## src/rtl/commit_trace_tx.sv

```systemverilog
// Retirement-trace transmitter: buffers per-cycle commit records in a small FIFO
// and serialises each record as a 6-word packet on a 32-bit valid/ready stream.
module commit_trace_tx #(
    parameter int DEPTH = 4,
    parameter int SEQ_W = 12
) (
    input  logic        clk,
    input  logic        reset,
    input  logic        trace_en,
    input  logic        commit_valid,
    input  logic [31:0] commit_pc,
    input  logic [31:0] commit_instr,
    input  logic [1:0]  commit_type,
    input  logic        commit_wr,
    input  logic [4:0]  commit_dst,
    input  logic [4:0]  commit_rs,
    input  logic [4:0]  commit_rt,
    input  logic [31:0] commit_rs_val,
    input  logic [31:0] commit_rt_val,
    input  logic [31:0] commit_dst_val,
    output logic        stall_o,
    output logic        tvalid,
    input  logic        tready,
    output logic [31:0] tdata,
    output logic        tlast,
    output logic        overflow,
    output logic [2:0]  dbg_state
);

    localparam int AW = $clog2(DEPTH);

    typedef struct packed {
        logic [11:0] seq;
        logic [1:0]  typ;
        logic        wr;
        logic [4:0]  dst;
        logic [4:0]  rs;
        logic [4:0]  rt;
        logic [31:0] pc;
        logic [31:0] instr;
        logic [31:0] rs_val;
        logic [31:0] rt_val;
        logic [31:0] dst_val;
    } rec_t;

    typedef enum logic [2:0] {
        S_IDLE = 3'd0,
        S_W0   = 3'd1,
        S_W1   = 3'd2,
        S_W2   = 3'd3,
        S_W3   = 3'd4,
        S_W4   = 3'd5,
        S_W5   = 3'd6
    } state_t;

    // Stream handshake: a word transfers on any rising edge where tvalid && tready;
    // while tvalid && !tready, tdata and tlast hold their value.

    rec_t            mem [DEPTH];
    logic [AW-1:0]   wr_ptr;
    logic [AW-1:0]   rd_ptr;
    logic [AW:0]     count;
    logic [SEQ_W-1:0] seq_q;
    logic            overflow_q;
    state_t          state_q;
    state_t          state_d;
    logic [31:0]     tdata_q;
    logic            tlast_q;

    logic            full;
    logic            push;
    logic            drop;
    logic            pop;
    rec_t            push_rec;
    rec_t            next_rec;
    logic [AW-1:0]   head_idx;
    logic [AW:0]     remaining;
    logic [31:0]     tdata_d;
    logic            tlast_d;

    assign full = (count == (AW+1)'(DEPTH));
    assign push = trace_en && commit_valid && !full;
    assign drop = trace_en && commit_valid && full;

    always_comb begin
        push_rec         = '0;
        push_rec.seq     = 12'(seq_q);
        push_rec.typ     = commit_type;
        push_rec.wr      = commit_wr;
        push_rec.dst     = commit_dst;
        push_rec.rs      = commit_rs;
        push_rec.rt      = commit_rt;
        push_rec.pc      = commit_pc;
        push_rec.instr   = commit_instr;
        push_rec.rs_val  = commit_rs_val;
        push_rec.rt_val  = commit_rt_val;
        push_rec.dst_val = commit_wr ? commit_dst_val : 32'h0;
    end

    always_comb begin
        state_d = state_q;
        pop     = 1'b0;
        case (state_q)
            S_IDLE: if (count != '0 || push) state_d = S_W0;
            S_W0:   if (tready) state_d = S_W1;
            S_W1:   if (tready) state_d = S_W2;
            S_W2:   if (tready) state_d = S_W3;
            S_W3:   if (tready) state_d = S_W4;
            S_W4:   if (tready) state_d = S_W5;
            S_W5: begin
                if (tready) begin
                    pop     = 1'b1;
                    state_d = (count > (AW+1)'(1) || push) ? S_W0 : S_IDLE;
                end
            end
            default: state_d = S_IDLE;
        endcase
    end

    // The record feeding the next registered word; a push landing in an
    // otherwise-empty FIFO is forwarded directly so no idle cycle is inserted.
    always_comb begin
        head_idx  = rd_ptr + AW'(pop);
        remaining = pop ? (count - (AW+1)'(1)) : count;
        next_rec  = (remaining == '0) ? push_rec : mem[head_idx];
    end

    function automatic logic [31:0] word_of(input state_t s, input rec_t r);
        logic [31:0] w;
        case (s)
            S_W0:    w = {r.seq, r.typ, r.wr, r.dst, r.rs, r.rt, 2'b00};
            S_W1:    w = r.pc;
            S_W2:    w = r.instr;
            S_W3:    w = r.rs_val;
            S_W4:    w = r.rt_val;
            S_W5:    w = r.dst_val;
            default: w = 32'h0;
        endcase
        return w;
    endfunction

    assign tdata_d = word_of(state_d, next_rec);
    assign tlast_d = (state_d == S_W5);

    always_ff @(posedge clk) begin
        if (push) mem[wr_ptr] <= push_rec;
    end

    always_ff @(posedge clk) begin
        if (!reset) begin
            state_q    <= S_IDLE;
            tdata_q    <= 32'h0;
            tlast_q    <= 1'b0;
            wr_ptr     <= '0;
            rd_ptr     <= '0;
            count      <= '0;
            seq_q      <= '0;
            overflow_q <= 1'b0;
        end else begin
            state_q <= state_d;
            tdata_q <= tdata_d;
            tlast_q <= tlast_d;
            if (push) begin
                wr_ptr <= wr_ptr + AW'(1);
                seq_q  <= seq_q + SEQ_W'(1);
            end
            if (pop) rd_ptr <= rd_ptr + AW'(1);
            case ({push, pop})
                2'b10:   count <= count + (AW+1)'(1);
                2'b01:   count <= count - (AW+1)'(1);
                default: count <= count;
            endcase
            if (drop) overflow_q <= 1'b1;
        end
    end

    assign tvalid    = (state_q != S_IDLE);
    assign tdata     = tdata_q;
    assign tlast     = tlast_q;
    assign stall_o   = trace_en && full;
    assign overflow  = overflow_q;
    assign dbg_state = state_q;

endmodule

```

## config.mk

```make
export PLATFORM = sky130hd
export DESIGN_NAME = commit_trace_tx
export DESIGN_NICKNAME = d
export VERILOG_FILES = /design/src/rtl/commit_trace_tx.sv
export SDC_FILE = /design/constraint.sdc
export NUM_CORES = 1
export LEC_CHECK = 0
export ABC_AREA = 1
export BUFFER_PORTS_ARGS = -buffer_cell sky130_fd_sc_hd__buf_4
export CORE_MARGIN = 3
export CORE_UTILIZATION = 45
export CTS_BUF_LIST = sky130_fd_sc_hd__clkbuf_4
export CTS_CLUSTER_DIAMETER = 50
export CTS_CLUSTER_SIZE = 12
export DETAILED_ROUTE_END_ITERATION = 16
export SYNTH_ARGS = -nofsm -noshare
export SYNTH_HDL_FRONTEND = slang
export SYNTH_SLANG_ARGS = --single-unit
export TNS_END_PERCENT = 10
```

## constraint.sdc

```tcl
create_clock -name clk -period 10.11 [get_ports clk]
set_input_delay 0.5055 -clock clk [delete_from_list [all_inputs] [get_ports clk]]
set_output_delay 0.5055 -clock clk [all_outputs]
set_load 0.02 [all_outputs]
```

== Word level (Yosys, flattened, before mapping) ==
Memories as Yosys holds them, arrays and structs flattened.
Index checks and enable logic that the tools add are counted.

* Bits in registers: 56
* Bits in writable memories: 760
* Input port bits: 183
* Output and inout port bits: 39
* Logic and storage cells: 61
* Memories: 1

{| class="wikitable"
|+ Memories
! memory !! depth !! width !! read ports !! clocked after Yosys merged registers in !! write ports !! line !! text
|-
| mem || 4 || 190 || 1 || 0 || 1 || 59 || <nowiki>rec_t mem [DEPTH];</nowiki>
|}

* $add $sub $neg: 6
* Magnitude comparators: 1
* Eq/ne operators: 15
* Muxes and demuxes: 18
* Reduce and logical (&&, ||, !) cells: 12

{| class="wikitable"
|+ Operators by type and width
! kind !! count
|-
| 32-bit one-hot mux with 6 select lines || 1
|-
| 190-bit two-way mux || 1
|-
| 32-bit two-way mux || 1
|-
| 3-bit two-way mux || 8
|-
| 3-bit equality test, second input constant || 7
|-
| 3-bit one-hot mux with 7 select lines || 1
|-
| 12-bit by 1-bit adder with 12-bit output, second input constant || 1
|-
| 3-bit by 2-bit equality test with 1-bit output, second input constant || 4
|-
| 3-bit by 1-bit equality test with 1-bit output, second input constant || 2
|-
| 3-bit zero test || 2
|-
| 3-bit one-hot mux with 2 select lines || 1
|-
| 3-bit nonzero test || 2
|-
| 1-bit two-way mux || 5
|-
| 2-bit by 1-bit adder with 2-bit output, second input constant || 2
|-
| 1-bit logical AND || 4
|-
| 3-bit by 1-bit adder with 3-bit output, second input constant || 1
|-
| 3-bit by 1-bit > comparator with 1-bit output, second input constant || 1
|-
| 3-bit by 1-bit subtractor with 3-bit output, second input constant || 1
|-
| 2-bit by 1-bit adder with 2-bit output || 1
|-
| 2-bit by 1-bit equality test with 1-bit output, second input constant || 1
|-
| 2-bit equality test, second input constant || 1
|-
| 1-bit logical OR || 2
|-
| 2-bit nonzero test || 1
|-
| 1-bit zero test || 1
|}

== Longest topological paths before layout ==
Gate-level depths: netlist of the first run.

* Depth in word-level cells: 9
* Depth in mapped cells: 19
* Depth with buffers taken out: 17

== Worst setup path after synthesis of the first run ==
No wires, ideal clock.

* Path kind: reg2reg
* From: reg count[0]
* To: mem mem[0][0] in the netlist's numbering (enable)
* Setup time: 0.744 ns
* Arrival time: 8.965 ns
* Data required time: 9.366 ns
* Setup slack: 0.401 ns
* Stages on the path, launching flop included: 7
* Cell sequence: dfxtp_1 inv_1 ha_1 nand2_1 nand2_1 clkbuf_1 nor2_1

* Longest elaborated chain between the ends: 5

{| class="wikitable"
|+ Ends and longest elaborated chain
! item !! line !! text
|-
| start, declared || 62 || <nowiki>logic [AW:0] count;</nowiki>
|-
| start signal, assigned || 169 || <nowiki>2'b10: count <= count + (AW+1)'(1);</nowiki>
|-
| start signal, assigned || 170 || <nowiki>2'b01: count <= count - (AW+1)'(1);</nowiki>
|-
| start signal, assigned || 171 || <nowiki>default: count <= count;</nowiki>
|-
| 3-bit equality test || 81 || <nowiki>assign full = (count == (AW+1)'(DEPTH));</nowiki>
|-
| 1-bit zero test || 82 || <nowiki>assign push = trace_en && commit_valid && !full;</nowiki>
|-
| 1-bit logical AND || 82 ||
|-
| 1-bit two-way mux || 146 || <nowiki>if (push) mem[wr_ptr] <= push_rec;</nowiki>
|-
| 1-bit two-way mux (implied by the code) || 146 ||
|-
| end, declared || 59 ||
|}

No other way between the ends.

== Worst setup path in the final report of the first run ==
* From: reg state_q[1], in the netlist dbg_state[1]
* To: reg tdata_q[14], in the netlist tdata[14]

* Longest elaborated chain between the ends: 6

{| class="wikitable"
|+ Ends and longest elaborated chain
! item !! line !! text
|-
| start, declared || 65 || <nowiki>state_t state_q;</nowiki>
|-
| start signal, assigned || 160 || <nowiki>state_q <= state_d;</nowiki>
|-
| 3-bit equality test * || 103 || <nowiki>case (state_q)</nowiki>
|-
| 1-bit two-way mux * || 103 ||
|-
| named net pop || 73 || <nowiki>logic pop;</nowiki>
|-
| 2-bit by 1-bit adder with 2-bit output / 3-bit two-way mux (equally long branches) || 123, 124 ||
|-
| memory 4 x 190 bit / 3-bit zero test (equally long branches) || - ||
|-
| 190-bit two-way mux * || 125 || <nowiki>next_rec = (remaining == '0) ? push_rec : mem[head_idx];</nowiki>
|-
| 32-bit one-hot mux with 6 select lines * || 130 || <nowiki>case (s)</nowiki>
|-
| end signal, assigned || 161 || <nowiki>tdata_q <= tdata_d;</nowiki>
|-
| end, declared || 67 || <nowiki>logic [31:0] tdata_q;</nowiki>
|}

The timed path passes the listed nets; every way through them passes the cells marked *.
A chain may end at the register's enable or synchronous reset.

==> impl_summary.log, run 1 <==
[metrics] post-synthesis cell type with the largest combined area: sky130_fd_sc_hd__edfxtp_1
[metrics] number of clock buffers inserted by TritonCTS: 96
[metrics] Die Footprint: 82400 sq um
[metrics] share of the synthesized area in the top cell type: 0.642
[metrics] capture point of the critical path: tdata[14]
[metrics] class of the tightest hold or removal check: in2reg
[metrics] CTS tree: built
[metrics] Final Hold Fails: 0
[metrics] Max-slew headroom: 0.275
[metrics] clock sink count: 816
[metrics] remaining number of nets flagged by the antenna check after routing: 0
[metrics] portion of total power attributed to combinational logic: 0.129
[metrics] Buf/Inv on CP: 3
[metrics] number of levels the H-tree was split into: 3
[metrics] total design power: 0.00671 W
[metrics] R2R setup slack: 5.37 ns
[metrics] net switching component of the power: 0.00183 W
[metrics] per-cell routed wire length: 20.5 microns
[metrics] Iteration-0 DRC Markers: 2351
[metrics] Crit. End Element: flop
[metrics] number of setup violations in the final report: 0
[metrics] number of non-filler instances in the completed layout: 5059
[metrics] WL final: 104 mm
[metrics] aggregate negative setup slack: 0 ns
[metrics] Post-Syn Area: 35500 sq um
[metrics] ratio of cells with drive above 1 in the final layout: 0.109
[metrics] pin count of the biggest net entering global routing: 157
[metrics] detailed-route vias per instance: 5.17
[metrics] final instance area: 41200 sq um
[metrics] clock period minus worst slack: 4.74 ns
[metrics] count of cell types in the netlist: 30
[metrics] remaining routing DRC violations: 0
[metrics] startpoint-to-endpoint class of the critical path: reg2reg
[metrics] antenna violations before repair: 2
[metrics] area of placed instances: 37900 sq um
[metrics] sequential standard cell area: 23900 sq um
[metrics] crit-path most repeated cell: sky130_fd_sc_hd__nor2_1
[metrics] clk_lat worst skew: 0.94 ns
[metrics] setup repair after global routing missed its margin: false
[metrics] number of port buffers: 221
[metrics] critical hold path startpoint: commit_wr
[metrics] floorplan core area: 77800 sq um
[metrics] number of storage elements in the synthesis netlist: 816
[metrics] Critical Path AT: 5.55 ns
[metrics] Fmax achieved: 211 MHz
[metrics] area overhead of the layout relative to synthesis: 15.9%
[metrics] crit-path max FO: 142
[metrics] peak supply drop: 0.117 mV
[metrics] maximum clock skew at final layout: 0.0717 ns
[metrics] launching instance or port of the critical path: dbg_state[1]
[metrics] clock transition at the register clock pins on the worst setup and hold paths after CTS: 0.12 ns
[metrics] clock network fraction of total power: 0.299
[metrics] initial core utilization: 0.456
[metrics] Mapped Nets: 3803
[metrics] max capacitance violation total: 0
[metrics] Avg Cell Area, Syn: 9.84 sq um
[metrics] portion of the clock cycle consumed by the worst path in the final layout: 0.468
[metrics] depth of the critical timing path with buffers and inverters included: 16
[metrics] critical path startpoint category: flop
[metrics] estimated wirelength of the detail-placed design: 59.7 mm
[metrics] number of primary I/O pins: 222
[metrics] proportion of total power due to net switching: 0.272
[metrics] cell family with most CP delay: buffers and inverters
[metrics] number of core rows: 102
[metrics] number of placed instances, taps included: 4704
[metrics] critical-path cell list: nand2_2 -> nor2_4 -> ha_4 -> buf_4 -> buf_12 -> buf_4 -> nor2_1 -> o21ai_0 -> nand2_1 -> nand3_1 -> nand2_1 -> nor2_1 -> nor2_1 -> nand2_1 -> nor2_1 -> nor2_1
[metrics] Vert. Die Dim: 287 microns
[metrics] Post-CTS Setup Bufs: 0
[metrics] total leakage power: 16.8 nW
[metrics] Hold Slack: 0.105 ns
[metrics] overflow left after global routing: 0
[metrics] CP max-delay cell: sky130_fd_sc_hd__buf_4
[metrics] pin slew with the least headroom to its limit: 1.09 ns
[metrics] Worst R2R Path Depth: 16
[metrics] clock root buffer: sky130_fd_sc_hd__clkbuf_4
[metrics] Data required, critical path: 10.93 ns
[metrics] final net count: 4135
[metrics] final number of max-transition violations: 0
[metrics] overall routing resource usage: 0.248
[metrics] synthesized netlist cell count: 3610
[metrics] start of the worst register-to-register path: dbg_state[1]
[metrics] footprint of the multi-input gates: 9940 sq um
[metrics] capture instance of the worst register-to-register path: tdata[14]
[metrics] via count of the first global-routing pass: 24200
[metrics] dominant cells by area after synthesis: sky130_fd_sc_hd__edfxtp_1 64%, sky130_fd_sc_hd__nor2_1 10%, sky130_fd_sc_hd__nand2_1 8.5%, sky130_fd_sc_hd__o21ai_0 5.8%, sky130_fd_sc_hd__dfxtp_1 3.2%
[metrics] internal power consumption: 0.00488 W
[metrics] Horiz. Die Dim: 287 microns
[metrics] count of yosys warnings during synthesis: 0
[metrics] count of fill cells added during filler insertion: 7077
[metrics] maximum single-stage delay on the critical path: 0.73 ns
[metrics] wire length of the first global-routing pass: 155 mm
[metrics] number of search-and-repair iterations in the first detailed-routing pass: 7
[metrics] GPL Wtd Cong: 0.812
[metrics] Max Root-Sink Buffers: 3
[metrics] routed vias: 26200
[metrics] run status: complete, no violations
[metrics] sequential area share after synthesis: 0.674
[metrics] PwrDens: 163 nW/um^2
[metrics] fraction of power consumed by sequential logic: 0.573
## cells by family (layout without fill, tap and decap cells)
| group | after synthesis | in the layout | share of synthesized area |
|---|---|---|---|
| other | 0 | 3 | 0 |
| and+or+nand+nor | 1931 | 1931 | 0.210 |
| xor gates and xnor gates | 2 | 2 | 0.000493 |
| DFF | 816 | 816 | 0.674 |
| adders and majority gates | 10 | 10 | 0.00352 |
| AOI/OAI and AO/OA | 447 | 447 | 0.0631 |
| buffers and inverters | 404 | 810 | 0.0486 |
## what timing repair did
action | 4_1_cts | 5_1_grt
resized for setup | 0 | 0
hold buffers | 180 | 0
endpoints found under the hold margin | 724 | 0
## cell usage after synthesis (all sizes together)
cell type / instances
nor2: 979
nand2: 808
edfxtp: 760
o21ai: 430
inv: 201
nand3: 133
buf: 103
clkbuf: 100
dfxtp: 56
a21oi: 15
ha: 10
nor3: 4
nor3b: 3
nand4: 2
nor4: 2
a31oi: 1
o21a: 1
xnor2: 1
xor2: 1
## cell type report
| type | instances | area share |
|---|---|---|
| Clock buffer | 117 | 0.0213 |
| Antenna cell | 3 | 0.000182 |
| Inverter | 201 | 0.0186 |
| Tap cell | 1040 | 0.0316 |
| Timing Repair Buffer | 437 | 0.0918 |
| Clock inverter | 55 | 0.0137 |
| Multi-Input combinational cell | 2390 | 0.241 |
| Sequential cell | 816 | 0.581 |
## stage by stage
step,worst slack [ns],utilization
2_1_floorplan,0.401,-
3_3_place_gp,5.38,0.487
3_5_place_dp,5.35,0.487
4_1_cts,5.39,0.529
5_1_grt,5.04,0.529
6_report,5.37,0.529
## power by group through the flow
| stage | registers, W | clock network [W] | logic, W |
|---|---|---|---|
| 6_report | 0.00384 | 0.00200 | 0.000865 |
| 5_1_grt | 0.00385 | 0.00218 | 0.000950 |
| 4_1_cts | 0.00384 | 0.00204 | 0.000870 |
| 3_5_place_dp | 0.00392 | 0 | 0.000805 |
| 3_3_place_gp | 0.00392 | 0 | 0.000801 |
| 2_1_floorplan | 0.00395 | 0 | 0.000423 |
## metal layers
metal / vias up / track usage / share of wire / routed length, microns
li1: 12600 / - / - / -
met1: 12600 / 0.358 / 0.44 / 46200
met2: 839 / 0.400 / 0.47 / 49200
met3: 104 / 0.0299 / 0.063 / 6520
met4: 0 / 0.0622 / 0.020 / 2060
met5: - / 0 / 0 / 0
## how the worst min path moves through the flow
| stage | to | slack (ns) | cells past startpoint |
|---|---|---|---|
| 2_1_floorplan | rd_ptr[0] | 0.45 | 1 |
| 3_3_place_gp | overflow | 0.47 | 2 |
| 3_5_place_dp | overflow | 0.47 | 2 |
| 4_1_cts | mem[2][175] | 0.02 | 1 |
| 5_1_grt | mem[1][9] | 0.07 | 3 |
| 6_report | mem[2][175] | 0.11 | 1 |
## state kept, by name (all words and copies together) (netlist names)
name and flops:
rd_ptr 2, wr_ptr 2, mem 760, tdata 32
dbg_state 3, overflow 1, tlast 1, count 3
seq_q 12
## placed cells by master, fill, tap and decap left out, types with 2 or more instances in the layout
cell                            Yosys  routed
sky130_fd_sc_hd__clkbuf_4           0     117
sky130_fd_sc_hd__inv_8              0       2
sky130_fd_sc_hd__inv_2              3       4
sky130_fd_sc_hd__nand4_1            2       2
sky130_fd_sc_hd__nor2_1           978     971
sky130_fd_sc_hd__nor2_2             0       3
sky130_fd_sc_hd__nor4_1             2       2
sky130_fd_sc_hd__ha_1              10       9
sky130_fd_sc_hd__dlygate4sd3_1      0     180
sky130_fd_sc_hd__clkinv_4           0      11
sky130_fd_sc_hd__bufinv_16          0       9
sky130_fd_sc_hd__nand2_1          805     803
sky130_fd_sc_hd__dfxtp_1           56      56
sky130_fd_sc_hd__nand2_4            2       3
sky130_fd_sc_hd__clkinv_2           0      11
sky130_fd_sc_hd__nor3b_1            3       3
sky130_fd_sc_hd__diode_2            0       3
sky130_fd_sc_hd__o21ai_0          414     414
sky130_fd_sc_hd__inv_6              0       2
sky130_fd_sc_hd__buf_4              8     253
sky130_fd_sc_hd__a21oi_1           15      15
sky130_fd_sc_hd__inv_1            197     196
sky130_fd_sc_hd__o21ai_1           16      16
sky130_fd_sc_hd__edfxtp_1         760     760
sky130_fd_sc_hd__nor3_1             3       3
sky130_fd_sc_hd__nand3_1          132     132
sky130_fd_sc_hd__nor2_4             1       5
sky130_fd_sc_hd__buf_12             0       4
sky130_fd_sc_hd__clkinv_1           0      11
sky130_fd_sc_hd__clkinvlp_4         0       9
No activity file was read; power rests on OpenSTA's default activity.
==> run 2: changes to the inputs <==
Clock period 10.11 ns to 3.95 ns, I/O delays scaled along.
==> impl_summary.log, run 2 (synthesis gave the netlist of run 1 again) <==
[metrics] pin count of the biggest net entering global routing: 116
[metrics] Worst R2R Path Depth: 15
[metrics] final net count: 4290
[metrics] met3 routed wirelength: 7.37 mm
[metrics] clock sink count: 816
[metrics] startpoint-to-endpoint class of the critical path: reg2reg
[metrics] max reg flops: 760
[metrics] Die Footprint: 82400 sq um
[metrics] Data required, critical path: 4.71 ns
[metrics] Vert. Die Dim: 287 microns
[metrics] remaining number of nets flagged by the antenna check after routing: 0
[metrics] Crit. End Element: flop
[metrics] clk_lat worst skew: 0.94 ns
[metrics] wire length of the first global-routing pass: 162 mm
[metrics] Hold Slack: 0.0722 ns
[metrics] total design power: 0.0175 W
[metrics] clock period minus worst slack: 3.24 ns
[metrics] uppermost routed layer: met5
[metrics] number of primary I/O pins: 222
[metrics] post-placement setup slack: 0.786 ns
[metrics] Critical Path AT: 3.99 ns
[metrics] number of search-and-repair iterations in the first detailed-routing pass: 8
[metrics] detailed-route vias per instance: 5.18
[metrics] Max Root-Sink Buffers: 3
[metrics] max capacitance violation total: 0
[metrics] clock root buffer: sky130_fd_sc_hd__clkbuf_4
[metrics] leading cell type in the layout, fill and taps excluded: sky130_fd_sc_hd__nor2_1
[metrics] class of the tightest hold or removal check: in2reg
[metrics] capture instance of the worst register-to-register path: tdata[27]
[metrics] post-cts gate resize count: 0
[metrics] Fmax achieved: 309 MHz
[metrics] initial core utilization: 0.456
[metrics] Iteration-0 DRC Markers: 2653
[metrics] cell family with most CP delay: simple AND/OR/NAND/NOR gates
[metrics] aggregate negative setup slack: 0 ns
[metrics] antenna violations before repair: 5
[metrics] Max-slew headroom: 0.274
[metrics] critical-path cell list: nand2_2 -> nor2_4 -> ha_4 -> nand2_1 -> nand2_4 -> buf_12 -> o21ai_0 -> nand2_1 -> nand2_1 -> nand2_1 -> nor2_1 -> nor2_1 -> nand2_1 -> nor2_1 -> nor2_1
[metrics] area overhead of the layout relative to synthesis: 21.3%
[metrics] routed vias: 27100
[metrics] worst setup slack after layout: 0.711 ns
[metrics] Final Hold Fails: 0
[metrics] Largest Register: mem
[metrics] utilization of the core after routing: 0.553
[metrics] via count of the first global-routing pass: 25900
[metrics] routed length on met1: 47.3 mm
[metrics] number of setup violations in the final report: 0
[metrics] number of levels the H-tree was split into: 3
[metrics] crit-path most repeated cell: sky130_fd_sc_hd__nand2_1
[metrics] GPL Wtd Cong: 0.823
[metrics] run status: complete, no violations
[metrics] floorplan core area: 77800 sq um
[metrics] critical path startpoint category: flop
[metrics] clock transition at the register clock pins on the worst setup and hold paths after CTS: 0.11 ns
[metrics] most frequent cells in the layout: 971 x sky130_fd_sc_hd__nor2_1, 801 x sky130_fd_sc_hd__nand2_1, 760 x sky130_fd_sc_hd__edfxtp_1, 414 x sky130_fd_sc_hd__o21ai_0, 301 x sky130_fd_sc_hd__dlygate4sd3_1
[metrics] crit-path max FO: 35
[metrics] number of clock buffers inserted by TritonCTS: 100
[metrics] Horiz. Die Dim: 287 microns
[metrics] estimated wirelength of the detail-placed design: 62.4 mm
[metrics] PwrDens: 407 nW/um^2
[metrics] Buf/Inv on CP: 1
[metrics] CTS tree: built
[metrics] number of core rows: 102
[metrics] per-cell routed wire length: 20.7 microns
[metrics] final number of max-transition violations: 0
[metrics] start of the worst register-to-register path: dbg_state[1]
[metrics] Post-CTS Setup Bufs: 0
[metrics] R2R setup slack: 0.71 ns
[metrics] remaining routing DRC violations: 0
[metrics] setup repair after global routing missed its margin: false
[metrics] maximum clock skew at final layout: 0.0489 ns
[metrics] pin slew with the least headroom to its limit: 1.09 ns
[metrics] number of port buffers: 221
[metrics] ratio of cells with drive above 1 in the final layout: 0.116
[metrics] maximum single-stage delay on the critical path: 0.57 ns
[metrics] CP max-delay cell: sky130_fd_sc_hd__nor2_1
[metrics] peak supply drop: 0.257 mV
[metrics] critical hold path startpoint: commit_rt_val[17]
[metrics] terminating pin of the worst hold path: mem[2][49]
[metrics] WL final: 108 mm
[metrics] portion of the clock cycle consumed by the worst path in the final layout: 0.820
[metrics] worst hold path cell count: 2
[metrics] hold bufs inserted after CTS: 301
[metrics] overflow left after global routing: 0
[metrics] met2 layer wire length in the routed design: 50.2 mm
[metrics] overall routing resource usage: 0.259
[metrics] total leakage power: 17.6 nW
## run 2: changes by cell type in the layout (fill, tap and decap cells not counted), moves of 3 or more
| cell | change |
|---|---|
| sky130_fd_sc_hd__buf_12 | +27 |
| sky130_fd_sc_hd__buf_4 | +3 |
| sky130_fd_sc_hd__clkinv_4 | -3 |
| sky130_fd_sc_hd__diode_2 | +7 |
| sky130_fd_sc_hd__dlygate4sd3_1 | +121 |
| sky130_fd_sc_hd__inv_2 | +3 |
| sky130_fd_sc_hd__inv_6 | +4 |
## run 2: cell type report
type / count / area, sq um
antenna: 10 / 25.0
clock buffer: 119 / 893
clock inverter: 65 / 631
fill: 7011 / 34800
inverter: 201 / 764
multi-input combinational: 2390 / 9970
sequential: 816 / 23900
tap: 1040 / 1300
timing repair buffer: 588 / 5560
## run 2: per-stage QoR
stage / area (sq um) / instances
global placement: 38500 / 4734
finish: 43100 / 5229
detailed placement: 38500 / 4734
global route: 43100 / 5224
floorplan: 35600 / 3610
CTS: 43100 / 5219
## run 2: power by group
group / switching (W) / leakage, nW / total, W / internal, W
registers: 0.000123 / 7.38 / 0.00984 / 0.00971
logic: 0.00154 / 9.37 / 0.00237 / 0.000830
clock network: 0.00318 / 0.834 / 0.00531 / 0.00214
## run 2: worst max-delay path by stage
stage	from	to	cells after the start
after global placement	dbg_state[1]	tdata[27]	16
after CTS	dbg_state[1]	tdata[27]	16
after detailed placement	dbg_state[1]	tdata[27]	16
after floorplan	count[0]	mem[0][0]	6
after global routing	dbg_state[1]	tdata[27]	16
final	dbg_state[1]	tdata[27]	15
## run 2: worst register-to-register path, cell delays in order (launching register included)
cell and delay (ns):
sky130_fd_sc_hd__dfxtp_1 0.48, sky130_fd_sc_hd__nand2_2 0.12, sky130_fd_sc_hd__nor2_4 0.28, sky130_fd_sc_hd__ha_4 0.20
sky130_fd_sc_hd__nand2_1 0.08, sky130_fd_sc_hd__nand2_4 0.35, sky130_fd_sc_hd__buf_12 0.28, sky130_fd_sc_hd__o21ai_0 0.16
sky130_fd_sc_hd__nand2_1 0.08, sky130_fd_sc_hd__nand2_1 0.05, sky130_fd_sc_hd__nand2_1 0.08, sky130_fd_sc_hd__nor2_1 0.05
sky130_fd_sc_hd__nor2_1 0.57, sky130_fd_sc_hd__nand2_1 0.13, sky130_fd_sc_hd__nor2_1 0.12, sky130_fd_sc_hd__nor2_1 0.05
## run 2: layer usage
| metal | global-route usage | up-vias |
|---|---|---|
| li1 | - | 12900 |
| met1 | 0.368 | 13000 |
| met2 | 0.417 | 1008 |
| met3 | 0.0363 | 162 |
| met4 | 0.0775 | 4 |
| met5 | 0 | - |
